<file path="src/rtl/life_sequencer_if.sv">
// rtl/life_sequencer_if.sv - control, status and field-array signals of the life sequencer
interface life_sequencer_if #(
    parameter int SIZE      = 10,
    parameter int DIV_WIDTH = 16,
    parameter int GEN_WIDTH = 16
);
    logic                   run;
    logic                   step;
    logic                   load;
    logic [DIV_WIDTH-1:0]   period;
    logic [SIZE*SIZE-1:0]   field;
    logic                   life_clk;
    logic                   life_rst;
    logic [GEN_WIDTH-1:0]   generation;
    logic                   running;
    logic                   halted;
    logic [1:0]             halt_reason;

    modport master (
        output run, step, load, period, field,
        input  life_clk, life_rst, generation, running, halted, halt_reason
    );

    modport slave (
        input  run, step, load, period, field,
        output life_clk, life_rst, generation, running, halted, halt_reason
    );
endinterface

</file>
<file path="src/rtl/life_sequencer.sv">
// rtl/life_sequencer.sv - Game of Life generation controller; LIFE_STABLE_HALT_EN enables stable-field halt
module life_sequencer #(
    parameter int SIZE      = 10,
    parameter int DIV_WIDTH = 16,
    parameter int GEN_WIDTH = 16
) (
    input  logic            clk,
    input  logic            rst_n,
    life_sequencer_if.slave bus
);
    localparam logic [3:0] S_IDLE       = 4'd0;
    localparam logic [3:0] S_LOAD_SETUP = 4'd1;
    localparam logic [3:0] S_LOAD_TICK  = 4'd2;
    localparam logic [3:0] S_LOAD_HOLD  = 4'd3;
    localparam logic [3:0] S_RUN_WAIT   = 4'd4;
    localparam logic [3:0] S_TICK       = 4'd5;
    localparam logic [3:0] S_SETTLE     = 4'd6;
    localparam logic [3:0] S_EVAL       = 4'd7;
    localparam logic [3:0] S_HALT       = 4'd8;

    logic [3:0]           state, state_d;
    logic                 run_mode, run_mode_d;
    logic [DIV_WIDTH-1:0] wait_cnt, wait_d, period_m1;
    logic [GEN_WIDTH-1:0] generation, gen_d, gen_inc;
    logic [1:0]           halt_reason, reason_d;
    logic                 step_q, load_q;
    logic                 step_edge, load_edge;
    logic                 life_clk_q, life_rst_q, running_q, halted_q;
`ifdef LIFE_STABLE_HALT_EN
    logic [SIZE*SIZE-1:0] snapshot, snap_d;
`endif

    assign step_edge = bus.step & ~step_q;
    assign load_edge = bus.load & ~load_q;
    // A zero period behaves like one wait cycle.
    assign period_m1 = (bus.period == '0) ? '0 : bus.period - DIV_WIDTH'(1);
    assign gen_inc   = generation + GEN_WIDTH'(1);

    always_comb begin
        state_d    = state;
        run_mode_d = run_mode;
        wait_d     = wait_cnt;
        gen_d      = generation;
        reason_d   = halt_reason;
`ifdef LIFE_STABLE_HALT_EN
        snap_d     = snapshot;
`endif
        case (state)
            S_IDLE: begin
                if (load_edge) begin
                    state_d = S_LOAD_SETUP;
                end else if (step_edge) begin
                    state_d    = S_TICK;
                    run_mode_d = 1'b0;
                end else if (bus.run) begin
                    state_d    = S_RUN_WAIT;
                    run_mode_d = 1'b1;
                    wait_d     = period_m1;
                end
            end
            S_LOAD_SETUP: state_d = S_LOAD_TICK;
            S_LOAD_TICK:  state_d = S_LOAD_HOLD;
            S_LOAD_HOLD: begin
                state_d    = S_IDLE;
                run_mode_d = 1'b0;
                gen_d      = '0;
                reason_d   = 2'b00;
`ifdef LIFE_STABLE_HALT_EN
                snap_d     = bus.field;
`endif
            end
            S_RUN_WAIT: begin
                if (load_edge) begin
                    state_d = S_LOAD_SETUP;
                end else if (!bus.run) begin
                    state_d    = S_IDLE;
                    run_mode_d = 1'b0;
                end else if (wait_cnt == '0) begin
                    state_d = S_TICK;
                end else begin
                    wait_d = wait_cnt - DIV_WIDTH'(1);
                end
            end
            S_TICK:   state_d = S_SETTLE;
            S_SETTLE: state_d = S_EVAL;
            S_EVAL: begin
                gen_d = gen_inc;
                // Halt checks are ordered: extinction, stability, counter limit.
                if (bus.field == '0) begin
                    state_d    = S_HALT;
                    run_mode_d = 1'b0;
                    reason_d   = 2'b01;
`ifdef LIFE_STABLE_HALT_EN
                end else if (bus.field == snapshot) begin
                    state_d    = S_HALT;
                    run_mode_d = 1'b0;
                    reason_d   = 2'b10;
`endif
                end else if (gen_inc == '1) begin
                    state_d    = S_HALT;
                    run_mode_d = 1'b0;
                    reason_d   = 2'b11;
                end else begin
`ifdef LIFE_STABLE_HALT_EN
                    snap_d = bus.field;
`endif
                    if (run_mode && bus.run) begin
                        state_d = S_RUN_WAIT;
                        wait_d  = period_m1;
                    end else begin
                        state_d    = S_IDLE;
                        run_mode_d = 1'b0;
                    end
                end
            end
            S_HALT: begin
                if (load_edge) begin
                    state_d = S_LOAD_SETUP;
                end
            end
            default: begin
                state_d    = S_IDLE;
                run_mode_d = 1'b0;
            end
        endcase
    end

    always_ff @(posedge clk) begin
        if (!rst_n) begin
            state       <= S_IDLE;
            run_mode    <= 1'b0;
            wait_cnt    <= '0;
            generation  <= '0;
            halt_reason <= 2'b00;
            step_q      <= 1'b0;
            load_q      <= 1'b0;
            life_clk_q  <= 1'b0;
            life_rst_q  <= 1'b0;
            running_q   <= 1'b0;
            halted_q    <= 1'b0;
`ifdef LIFE_STABLE_HALT_EN
            snapshot    <= '0;
`endif
        end else begin
            state       <= state_d;
            run_mode    <= run_mode_d;
            wait_cnt    <= wait_d;
            generation  <= gen_d;
            halt_reason <= reason_d;
            step_q      <= bus.step;
            load_q      <= bus.load;
            // Field strobes are registered from the next state so they never glitch.
            life_clk_q  <= (state_d == S_TICK) || (state_d == S_LOAD_TICK);
            life_rst_q  <= state_d inside {S_LOAD_SETUP, S_LOAD_TICK, S_LOAD_HOLD};
            running_q   <= run_mode_d && (state_d inside {S_RUN_WAIT, S_TICK, S_SETTLE, S_EVAL});
            halted_q    <= (state_d == S_HALT);
`ifdef LIFE_STABLE_HALT_EN
            snapshot    <= snap_d;
`endif
        end
    end

    assign bus.life_clk    = life_clk_q;
    assign bus.life_rst    = life_rst_q;
    assign bus.generation  = generation;
    assign bus.running     = running_q;
    assign bus.halted      = halted_q;
    assign bus.halt_reason = halt_reason;
endmodule

</file>
<file path="src/flat_wrapper.sv">
// flat-port wrapper written by rule: the top's interface ports become plain ports
module life_sequencer_flat 
#(
    parameter int SIZE      = 10,
    parameter int DIV_WIDTH = 16,
    parameter int GEN_WIDTH = 16
)
  (clk, rst_n, bus_run, bus_step, bus_load, bus_period, bus_field, bus_life_clk, bus_life_rst, bus_generation, bus_running, bus_halted, bus_halt_reason);
  life_sequencer_if #(.SIZE(SIZE), .DIV_WIDTH(DIV_WIDTH), .GEN_WIDTH(GEN_WIDTH)) bus_i ();
  input  logic clk;
  input  logic rst_n;
  input wire logic [$bits(bus_i.run)-1:0] bus_run;
  input wire logic [$bits(bus_i.step)-1:0] bus_step;
  input wire logic [$bits(bus_i.load)-1:0] bus_load;
  input wire logic [$bits(bus_i.period)-1:0] bus_period;
  input wire logic [$bits(bus_i.field)-1:0] bus_field;
  output wire logic [$bits(bus_i.life_clk)-1:0] bus_life_clk;
  output wire logic [$bits(bus_i.life_rst)-1:0] bus_life_rst;
  output wire logic [$bits(bus_i.generation)-1:0] bus_generation;
  output wire logic [$bits(bus_i.running)-1:0] bus_running;
  output wire logic [$bits(bus_i.halted)-1:0] bus_halted;
  output wire logic [$bits(bus_i.halt_reason)-1:0] bus_halt_reason;
  assign bus_i.run = bus_run;
  assign bus_i.step = bus_step;
  assign bus_i.load = bus_load;
  assign bus_i.period = bus_period;
  assign bus_i.field = bus_field;
  assign bus_life_clk = bus_i.life_clk;
  assign bus_life_rst = bus_i.life_rst;
  assign bus_generation = bus_i.generation;
  assign bus_running = bus_i.running;
  assign bus_halted = bus_i.halted;
  assign bus_halt_reason = bus_i.halt_reason;
  life_sequencer #(.SIZE(SIZE), .DIV_WIDTH(DIV_WIDTH), .GEN_WIDTH(GEN_WIDTH)) u_core (.clk(clk), .rst_n(rst_n), .bus(bus_i));
endmodule
</file>
<file path="config.mk">
export PLATFORM = sky130hd
export DESIGN_NAME = life_sequencer_flat
export DESIGN_NICKNAME = d
export VERILOG_FILES = /design/src/rtl/life_sequencer_if.sv /design/src/rtl/life_sequencer.sv /design/src/flat_wrapper.sv
export SDC_FILE = /design/constraint.sdc
export NUM_CORES = 1
export LEC_CHECK = 0
export CAP_MARGIN = 20
export CORE_ASPECT_RATIO = 0.6
export CORE_MARGIN = 2
export CORE_UTILIZATION = 43
export CTS_CLUSTER_SIZE = 10
export DETAILED_ROUTE_END_ITERATION = 6
export PLACE_DENSITY_LB_ADDON = 0.15
export SLEW_MARGIN = 20
export SYNTH_ARGS = -nofsm -noshare
export SYNTH_HDL_FRONTEND = slang
export SYNTH_SLANG_ARGS = --single-unit
export TNS_END_PERCENT = 20
</file>
<file path="constraint.sdc">
create_clock -name clk -period 2.9 [get_ports clk]
set_clock_uncertainty 0.1 [all_clocks]
set_input_delay 0.435 -clock clk [delete_from_list [all_inputs] [get_ports clk]]
set_output_delay 0.435 -clock clk [all_outputs]
set_load 0.02 [all_outputs]
</file>
==> summary.txt <==
Critical path
  • Slowest library cell on the worst path: or4_4
  • Worst reg2reg path depth: 9
  • R2r endpoint: u_core.wait_cnt[9]
  • WP buf/inv: 1
  • Critical path fanouts, max: 15
  • Kind of critical path: in -> reg
  • Worst-path cell chain: clkdlybuf4s50_1 > or4_4 > or3_1 > nor3_1 > a21o_2 > nor2_1 > o21ai_0 > o21ai_0
  • CP max stage delay: 0.54 ns
  • Crit. End Element: flip-flop
  • Arr. time, crit path: 2.68 ns
  • CP Launch Type: input pin
  • Launch point of the worst reg-to-reg path: u_core.bus.generation[0]
  • Worst path top cell family by delay: simple AND/OR/NAND/NOR gates
  • Critical path required time: 2.95 ns
  • Most frequent CP cell: o21ai_0
  • Internal reg-to-reg setup slack: 0.30 ns

Pwr
  • Clock network power share: 28.7%
  • PD cells: 424.9 mW/mm²
  • Switching share of power: 33.30%
  • Part of the power in combinational logic: 37.4%
  • Int Pwr: 1418 µW
  • P_leak: 0.001788 µW
  • Switching Power: 707.9 µW
  • Sequential share of power: 33.9%
  • VDD IR-drop max: 0.0003315 V

Drt
  • Routed Antenna Nets: 0
  • Wirelength per Cell: 16.89 µm
  • Residual DRC count: 0
  • DR vias: 3983
  • WL final: 11760 µm
  • Vias/cell: 5.723
  • DR pass1 iterations: 4
  • Initial DRC Count: 269

Yosys
  • Gate Count Post-Synth: 448
  • YS warnings: 0
  • Top post-synthesis cells by area: dfxtp_1 (28%), nand2_1 (7.4%), nor4_1 (6.7%), nor2b_1 (3.8%), o21ai_0 (3.8%)
  • Top FF cell, synth: dfxtp_1
  • Count of cell types in the netlist: 50
  • Mapped cell area: 0.003257 mm²
  • Sequential share of the synthesized area: 27.66%
  • Post-synth top area share: 27.66%
  • Mapped Avg Cell Area: 7.270 µm²
  • Post-synth top cells: nand2_1 (64), dfxtp_1 (45), nor4_1 (35)
  • Seq cells post-synth: 45
  • Syn nets: 573
  • Count leader, synth: nand2_1
  • Async S/R FF share, synth: 0%
  • Post-synth top area cell: dfxtp_1
  • EDFF count, synth: 0

Worst hold path
  • HP Class: reg -> reg
  • HP Start: u_core.wait_cnt[1]
  • WHS Endpoint: u_core.wait_cnt[1]
  • Hold path cells: 2

Global route
  • Pin count of the biggest net entering global routing: 37
  • First-pass GRT wire length: 18180 µm
  • Vias in the first global route: 3624
  • Total grt overflow: 0
  • Total track usage: 27.22%
  • Antenna violations before repair: 0

Floorplan
  • # rows: 24
  • Chip height: 71.41 µm
  • Die X-Extent: 116.4 µm
  • Die Footprint: 0.008309 mm²
  • # IOs: 143
  • Initial core utilization: 44.63%
  • Core ar.: 0.007297 mm²

STA
  • Final hold vios: 0
  • Fin crit period: 2.626 ns
  • WHS: 0.4026 ns
  • Slew at the pin closest to its max-slew limit: 0.5491 ns
  • Final Setup Violations: 0
  • Achievable frequency: 380.8 MHz
  • Final period utilization: 90.56%
  • RSZ-0062 raised after global routing: false
  • Slew margin rel.: 63.31%
  • Slew Viols, Final: 0

Finish
  • Post-layout util: 68.57%
  • Layout area overhead: 53.63%
  • Layout cell share with drive strength beyond 1: 5.912%
  • # diodes: 0
  • Layout Nets: 716

CTS
  • Hold_buf cts: 0
  • Clock Path Buffers: 2
  • H-tree levels: 2
  • Total CTS buffers: 5
  • Clk_lat worst skew: 0.29 ns
  • CTS tree: built
  • CTS root buf: clkbuf_16
  • Clk pin slew, worst setup/hold paths: 0.07 ns
  • Resize count post-CTS: 0
  • Clock Sink Count: 45
  • Postcts setup bufs: 0

Job
  • Maxcap violations: 0

Run status
  • Status: complete, no violations

Place
  • Buffers added on ports: 142
  • HPWL after DPL: 9181 µm
  • Gp weighted congestion: 0.8801
state kept, by name, indices dropped and copies added, names as in the netlist:
signal / count
u_core.step_q: 1
u_core.state: 4
u_core.bus.life_rst: 1
u_core.wait_cnt: 16
u_core.bus.halt_reason: 2
u_core.run_mode: 1
u_core.bus.generation: 16
u_core.load_q: 1
u_core.bus.running: 1
u_core.bus.life_clk: 1
u_core.bus.halted: 1
metrics by stage:
| step | setup TNS (ns) | total power (µW) | setup slack (ns) | area [µm²] | cells |
|---|---|---|---|---|---|
| 6_report | 0 | 2126 | 0.2738 | 5004 | 696 |
| 5_1_grt | 0 | 2239 | 0.03654 | 5004 | 696 |
| 4_1_cts | 0 | 2117 | 0.2745 | 5004 | 696 |
| 3_5_place_dp | -0.03870 | 1506 | -0.02516 | 4842 | 688 |
| 3_3_place_gp | 0 | 1491 | 0.02679 | 4842 | 688 |
| 2_1_floorplan | 0 | 1185 | 0.5268 | 3257 | 448 |
power by group through the flow:
stage	logic, µW	clock network, µW	registers (µW)
after floorplan	468	0	718
after global placement	763	0	728
after detailed placement	774	0	732
after CTS	782	617	718
after global routing	868	643	727
final	795	610	721
cells by family (layout without fill, tap and decap cells):
kind of cell	count (synthesis)	count (layout)	share of synthesized area, %
simple gates	234	234	38.15
compound gates	100	100	19.52
flops	45	45	27.66
buf+inv	36	180	4.994
xor+xnor	20	20	5.378
mux	9	9	2.766
fa+ha+maj	4	4	1.537
worst register-to-register path: cells and delay by family, from the launching register on:
kind / cells / cell delay (ns)
AND/OR/NAND/NOR: 2 / 0.56
flip-flops: 1 / 0.48
AO/OA/AOI/OAI: 2 / 0.44
buffers and inverters: 2 / 0.25
adder cells (fa/ha/maj): 1 / 0.23
XOR/XNOR: 1 / 0.23
multiplexers: 1 / 0.21
placed cells by master, fill, tap and decap left out, drive strengths merged, types with 6 or more instances in the layout:
master,netlist,routed
clkdlybuf4s50,0,142
nand2,64,64
dfxtp,45,45
nor4,36,36
nor2,31,31
o21ai,25,25
a21oi,24,24
nor3,24,24
nor2b,20,20
buf,8,19
xnor2,14,14
o22ai,13,13
nand4,13,13
nand3,12,12
inv,11,12
o211ai,11,11
mux2i,9,9
and2,8,8
clkbuf,17,7
o21a,6,6
xor2,6,6
metal layers:
| metal | GRT usage [%] | up-vias | share of wire, % | routed length (µm) |
|---|---|---|---|---|
| li1 | - | 1929 | - | - |
| met1 | 38.27 | 1852 | 45 | 5288 |
| met2 | 43.99 | 196 | 45 | 5251 |
| met3 | 6.091 | 6 | 9.8 | 1150 |
| met4 | 3.836 | 0 | 0.57 | 67 |
| met5 | 0 | - | 0 | 0 |
final cells by class:
type                            count  area (µm²)
Clock buffer                        7       152.6
Clock inverter                      1       8.758
Fill cell                         625        2293
Inverter                           11       41.29
Multi-Input combinational cell    367        2193
Sequential cell                    45       900.9
Tap cell                          104       130.1
Timing Repair Buffer              161        1577
how the worst max path moves through the flow:
stage | from | slack (ns) | to | depth (start not counted)
2_1_floorplan | u_core.bus.generation[0] | 0.53 | u_core.wait_cnt[13] | 10
3_3_place_gp | bus_field[2] | 0.03 | u_core.bus.life_clk | 8
3_5_place_dp | bus_period[9] | -0.03 | u_core.wait_cnt[13] | 8
4_1_cts | bus_period[9] | 0.27 | u_core.wait_cnt[13] | 8
5_1_grt | bus_field[2] | 0.04 | u_core.wait_cnt[9] | 9
6_report | bus_period[9] | 0.27 | u_core.wait_cnt[13] | 8
Power figures use the tool's default switching activity.
